**config.mk**
```make
export PLATFORM = sky130hd
export DESIGN_NAME = servo_pwm_driver
export DESIGN_NICKNAME = d
export VERILOG_FILES = /design/src/rtl/servo_pwm_driver.sv
export SDC_FILE = /design/constraint.sdc
export NUM_CORES = 1
export LEC_CHECK = 0
export CORE_ASPECT_RATIO = 1.75
export CORE_UTILIZATION = 40
export DETAILED_ROUTE_END_ITERATION = 10
export DONT_BUFFER_PORTS = 1
export PLACE_DENSITY = 0.62
export SLEW_MARGIN = 10
export SYNTH_ARGS = -nofsm -noshare
export SYNTH_HDL_FRONTEND = slang
export SYNTH_SLANG_ARGS = --single-unit
export TNS_END_PERCENT = 100
```
**constraint.sdc**
```tcl
create_clock -name clk -period 2.9 [get_ports clk]
set_input_delay 0.145 -clock clk [delete_from_list [all_inputs] [get_ports clk]]
set_output_delay 0.145 -clock clk [all_outputs]
set_load 0.01 [all_outputs]
```
**src/rtl/servo_pwm_driver.sv**
```systemverilog
// servo_pwm_driver: dual-channel servo PWM generator with frame-aligned
// command latching. A prescaler builds a microsecond tick, a microsecond
// counter spans one frame, and each channel compares the counter against a
// shadow width register that only changes at frame boundaries (or freely
// while disabled). Optional macro SERVO_SLEW_EN limits how far each shadow
// may move per frame.
module servo_pwm_driver #(
    parameter int CLK_PER_US   = 50,
    parameter int PERIOD_US    = 20000,
    parameter int MIN_PULSE_US = 200,
    parameter int MAX_PULSE_US = 2500,
    parameter int PAN_INIT_US  = 500,
    parameter int TILT_INIT_US = 590,
    parameter int MAX_STEP_US  = 20
) (
    input  logic        clk,
    input  logic        rst,
    input  logic        en,
    input  logic [10:0] pan,
    input  logic [10:0] tilt,
    output logic        pan_ready,
    output logic        tilt_ready,
    output logic        pan_pwm,
    output logic        tilt_pwm,
    output logic        frame_start
);

    localparam int PRESC_W = (CLK_PER_US > 1) ? $clog2(CLK_PER_US) : 1;
    localparam logic [PRESC_W-1:0] PRESC_LAST = PRESC_W'(CLK_PER_US - 1);
    localparam logic [PRESC_W-1:0] PRESC_ONE  = PRESC_W'(1);
    localparam logic [PRESC_W-1:0] PRESC_ZERO = PRESC_W'(0);
    localparam logic [14:0]        US_LAST    = 15'(PERIOD_US - 1);
    localparam logic [14:0]        US_ONE     = 15'd1;
    localparam logic [14:0]        US_ZERO    = 15'd0;
    // Widths are carried at counter width so compares never truncate
    // (MAX_PULSE_US may exceed the 11-bit command range).
    localparam logic [14:0]        MIN_W      = 15'(MIN_PULSE_US);
    localparam logic [14:0]        MAX_W      = 15'(MAX_PULSE_US);
    localparam logic [14:0]        PAN_INIT_W = 15'(PAN_INIT_US);
    localparam logic [14:0]        TILT_INIT_W = 15'(TILT_INIT_US);

    // Saturate a raw command into the legal pulse window.
    function automatic logic [14:0] clamp_width(input logic [10:0] v);
        logic [14:0] w;
        w = {4'd0, v};
        if (w < MIN_W) begin
            clamp_width = MIN_W;
        end else if (w > MAX_W) begin
            clamp_width = MAX_W;
        end else begin
            clamp_width = w;
        end
    endfunction

`ifdef SERVO_SLEW_EN
    localparam logic [14:0] STEP_W = 15'(MAX_STEP_US);

    // Move cur toward tgt by at most STEP_W, landing exactly on tgt when close.
    function automatic logic [14:0] slew_step(input logic [14:0] cur,
                                              input logic [14:0] tgt);
        if (tgt > cur) begin
            if ((tgt - cur) > STEP_W) begin
                slew_step = cur + STEP_W;
            end else begin
                slew_step = tgt;
            end
        end else begin
            if ((cur - tgt) > STEP_W) begin
                slew_step = cur - STEP_W;
            end else begin
                slew_step = tgt;
            end
        end
    endfunction
`endif

    logic [PRESC_W-1:0] presc_r;
    logic [14:0]        us_cnt_r;
    logic [14:0]        pan_sh_r;
    logic [14:0]        tilt_sh_r;
    logic               pan_pwm_r;
    logic               tilt_pwm_r;
    logic               pan_ready_r;
    logic               tilt_ready_r;
    logic               frame_start_r;

    logic               tick_s;
    logic               boundary_s;
    logic               ready_hit_s;
    logic               start_hit_s;
    logic [14:0]        pan_tgt_s;
    logic [14:0]        tilt_tgt_s;
    logic [14:0]        pan_next_s;
    logic [14:0]        tilt_next_s;

    // Timebase decodes and the shadow values to adopt at the next boundary.
    always_comb begin
        tick_s      = (presc_r == PRESC_LAST);
        boundary_s  = tick_s && (us_cnt_r == US_LAST);
        ready_hit_s = (us_cnt_r == US_LAST) && (presc_r == PRESC_ZERO);
        start_hit_s = (us_cnt_r == US_ZERO) && (presc_r == PRESC_ZERO);
        pan_tgt_s   = clamp_width(pan);
        tilt_tgt_s  = clamp_width(tilt);
`ifdef SERVO_SLEW_EN
        pan_next_s  = slew_step(pan_sh_r, pan_tgt_s);
        tilt_next_s = slew_step(tilt_sh_r, tilt_tgt_s);
`else
        pan_next_s  = pan_tgt_s;
        tilt_next_s = tilt_tgt_s;
`endif
    end

    // Prescaler and microsecond counter; parked at zero while disabled.
    always_ff @(posedge clk or posedge rst) begin
        if (rst) begin
            presc_r  <= PRESC_ZERO;
            us_cnt_r <= US_ZERO;
        end else if (!en) begin
            presc_r  <= PRESC_ZERO;
            us_cnt_r <= US_ZERO;
        end else if (tick_s) begin
            presc_r  <= PRESC_ZERO;
            us_cnt_r <= (us_cnt_r == US_LAST) ? US_ZERO : (us_cnt_r + US_ONE);
        end else begin
            presc_r  <= presc_r + PRESC_ONE;
            us_cnt_r <= us_cnt_r;
        end
    end

    // Shadow widths: track commands while disabled, otherwise change only at frame boundaries.
    always_ff @(posedge clk or posedge rst) begin
        if (rst) begin
            pan_sh_r  <= PAN_INIT_W;
            tilt_sh_r <= TILT_INIT_W;
        end else if (!en) begin
            pan_sh_r  <= pan_tgt_s;
            tilt_sh_r <= tilt_tgt_s;
        end else if (boundary_s) begin
            pan_sh_r  <= pan_next_s;
            tilt_sh_r <= tilt_next_s;
        end else begin
            pan_sh_r  <= pan_sh_r;
            tilt_sh_r <= tilt_sh_r;
        end
    end

    // Registered PWM compares and strobes, one cycle behind the counters.
    always_ff @(posedge clk or posedge rst) begin
        if (rst) begin
            pan_pwm_r     <= 1'b0;
            tilt_pwm_r    <= 1'b0;
            pan_ready_r   <= 1'b0;
            tilt_ready_r  <= 1'b0;
            frame_start_r <= 1'b0;
        end else if (!en) begin
            pan_pwm_r     <= 1'b0;
            tilt_pwm_r    <= 1'b0;
            pan_ready_r   <= 1'b0;
            tilt_ready_r  <= 1'b0;
            frame_start_r <= 1'b0;
        end else begin
            pan_pwm_r     <= (us_cnt_r < pan_sh_r);
            tilt_pwm_r    <= (us_cnt_r < tilt_sh_r);
            pan_ready_r   <= ready_hit_s;
            tilt_ready_r  <= ready_hit_s;
            frame_start_r <= start_hit_s;
        end
    end

    assign pan_pwm     = pan_pwm_r;
    assign tilt_pwm    = tilt_pwm_r;
    assign pan_ready   = pan_ready_r;
    assign tilt_ready  = tilt_ready_r;
    assign frame_start = frame_start_r;

endmodule

```
==> results.py <==
metrics = {
    "setup_path": {
        "path_depth": 6,
        "reg2reg_depth": 6,
        "critPathSlowestCell": "or4_4",
        "cp_data_arrival_time_ns": 2.59,
        "crit_chain": "or4_1, or4_4, a21oi_4, buf_12, o21ai_0, o21ai_0",
        "worstSetupEndpointType": "flip-flop",
        "crit_required_ns": 3.15,
        "critPathLaunchType": "flip-flop",
        "crit_buf_inv": 1,
        "path_common_cell": "o21ai_0",
        "worstPathMaxFanout": 45,
        "cp_top_family": "simple AND/OR/NAND/NOR gates",
        "crit_type": "reg2reg",
        "slowest_delay_ns": 0.60,
    },
    "final_layout": {
        "drive_above_1_share_pct": 8.14,
        "layout_commonest_cell": "dfrtp_1",
        "area_delta_synth_final_pct": 14.7,
        "multi_input_comb_area_mm2": 0.00130,
        "nNetsFinal": 356,
        "seq_area_mm2": 0.00119,
        "fillerInstances": 622,
        "antennaDiodeCount": 0,
        "final_cell_mix": "dfrtp_1 (36), inv_1 (28), o21ai_0 (26)",
    },
    "timing": {
        "slew_viol_final": 0,
        "tns_ns": 0,
        "fmax_mhz": 427,
        "relSlewSlack_pct": 34.5,
        "finalSetupViolCount": 0,
        "fin_crit_sh_pct": 80.8,
        "fin_crit_ns": 2.34,
        "fin_skew_ns": 0.00808,
        "worst_pin_slew_ns": 0.980,
        "rsz0062_at_grt": "false",
        "finalHoldViolCount": 0,
        "whs_ns": 0.0192,
    },
    "synthesis": {
        "syn-num-nets": 332,
        "ys_seq_area_share_pct": 45.0,
        "synth_area_mm2": 0.00265,
        "async_reset_ff_share_pct": 100,
        "synth-edff-count": 0,
        "synth_warnings": 0,
        "ys_types": 40,
        "synth_ff_type": "dfrtp_1",
        "ys_ff_latch": 47,
        "synth_cells": 282,
        "syn_avg_cell_area_um2": 9.38,
    },
    "floorplanning": {
        "num_io_pins": 30,
        "rows": 38,
        "dieHeight_um": 110,
        "die-area_mm2": 0.00696,
        "core_mm2": 0.00628,
        "start_util_pct": 42.2,
        "fp.dieW_um": 63.5,
    },
    "clocking": {
        "ctsResizeCount": 0,
        "clk_latency_ns": 0.32,
        "cts_inserted_buffers": 5,
        "clk_pin_slew_worst_paths_ns": 0.09,
        "cts_buffer_depth": 2,
        "clock-sinks": 47,
        "cts_tree": "yes",
        "root_buffer": "clkbuf_8",
        "htree_num_levels": 2,
        "post_cts_buffers": 0,
    },
    "min_path": {
        "hold_path_depth": 2,
        "min_path_type": "in2reg",
    },
    "routing": {
        "first_pass_iters": 4,
        "drt_iter0_drc": 89,
        "vias_per_cell": 5.32,
        "ant_nets": 0,
        "routed_wl_um": 5870,
        "vias": 2057,
        "drc_errors": 0,
        "wl_per_cell_um": 15.2,
    },
    "power_and_ir_drop": {
        "peakVddDrop_mv": 0.181,
        "p_per_area_mw_per_mm2": 434,
        "leakagePower_nw": 1.37,
    },
    "place": {
        "place_congestion": 0.787,
        "io_buffers": 0,
        "dp_hpwl_um": 4180,
    },
    "global_route": {
        "antenna_found_initial": 0,
        "grt_overflow": 0,
        "grt_pass1_wl_um": 9980,
        "grt_util_all_layers_pct": 18.9,
        "grt_max_degree": 48,
        "grt_pass1_vias": 2126,
    },
    "run_status": {
        "status": "finished, final reports clean",
    },
    "run": {
        "drv_cap": 0,
    },
}
[kinds of logic after synthesis]
kind of cell	after synthesis	synth area share, %
AND/OR/NAND/NOR	101	19.4
AO/OA/AOI/OAI	61	13.8
flip-flops	47	45.0
buffers and inverters	36	6.05
adder cells (fa/ha/maj)	25	11.8
XOR/XNOR	12	3.97
[metal layers]
| layer | vias to the layer above | track usage [%] | wire, um | share of wire [%] |
|---|---|---|---|---|
| met5 | - | 0 | 0 | 0 |
| met1 | 979 | 20.3 | 2410 | 41 |
| met2 | 38 | 34.1 | 3100 | 53 |
| met4 | 0 | 9.90 | 147 | 2.5 |
| li1 | 1027 | - | - | - |
| met3 | 13 | 4.36 | 211 | 3.6 |
[flip-flops by register name, indices dropped and copies added, names as in the netlist]
signal,flops
presc_r,6
us_cnt_r,15
tilt_ready,1
tilt_pwm,1
pan_pwm,1
frame_start,1
tilt_sh_r,11
pan_sh_r,11
[power breakdown]
part	internal, mW	switching [mW]	leakage [nW]	total, mW
clock	0.168	0.237	0.0402	0.405
combinational	0.0744	0.104	0.741	0.178
sequential	0.716	0.0185	0.591	0.734
total	0.958	0.359	1.37	1.32
[synthesized netlist by cell type, types with 3 or more instances]
master     n  area share, %
dfrtp_1   36             34
inv_1     29            4.1
o21ai_0   26            4.9
ha_1      25             12
nand2_1   25            3.5
nor2_1    23            3.3
nand3_1   21            4.0
a21oi_1   16            3.0
dfstp_2   11             11
xor2_1     9            3.0
a21o_1     5            1.4
nand4_1    4           0.95
nor2b_1    4           0.95
nor4_1     4           0.95
a31oi_1    3           0.71
and4_1     3           0.99
nand2b_1   3           0.71
nor3_1     3           0.57
xnor2_1    3           0.99
[final cells by class]
class                           count  area share [%]
Sequential cell                    47            39.2
Tap cell                           80            3.30
Inverter                           29            3.59
Clock buffer                        5            2.27
Clock inverter                      3           0.660
Multi-Input combinational cell    199            42.7
Timing Repair Buffer               24            8.25
[final timing paths]
path                                                  to  slack (ns)                     start
max in group asynchronous       tilt_sh_r[0]$_DFFE_PP0P_        1.78                       rst
worst max-delay path             pan_sh_r[6]$_DFFE_PP1P_        0.56   us_cnt_r[5]$_DFFE_PP0P_
min in group asynchronous           tilt_ready$_DFF_PP0_        0.52                       rst
worst max register to register   pan_sh_r[6]$_DFFE_PP1P_        0.56   us_cnt_r[5]$_DFFE_PP0P_
worst min-delay path             us_cnt_r[4]$_DFFE_PP0P_        0.02                        en
worst min register to register  tilt_sh_r[0]$_DFFE_PP0P_        0.48  tilt_sh_r[0]$_DFFE_PP0P_
[stage by stage]
| step | setup slack, ns | power (mW) | cell area [um^2] | instances | util [%] |
|---|---|---|---|---|---|
| after detailed placement | 0.596 | 0.901 | 2720 | 356 | 43.3 |
| after CTS | 0.557 | 1.34 | 3030 | 387 | 48.3 |
| after global placement | 0.630 | 0.893 | 2720 | 356 | 43.3 |
| after floorplan | 0.664 | 0.859 | 2650 | 282 | - |
| after global routing | 0.438 | 1.39 | 3030 | 387 | 48.3 |
| final | 0.557 | 1.32 | 3030 | 387 | 48.3 |
[timing repair]
action	4_1_cts	5_1_grt
endpoints found under the setup margin	0	0
hold buffers	23	0
endpoints found under the hold margin	58	0
Power figures use the tool's default switching activity.
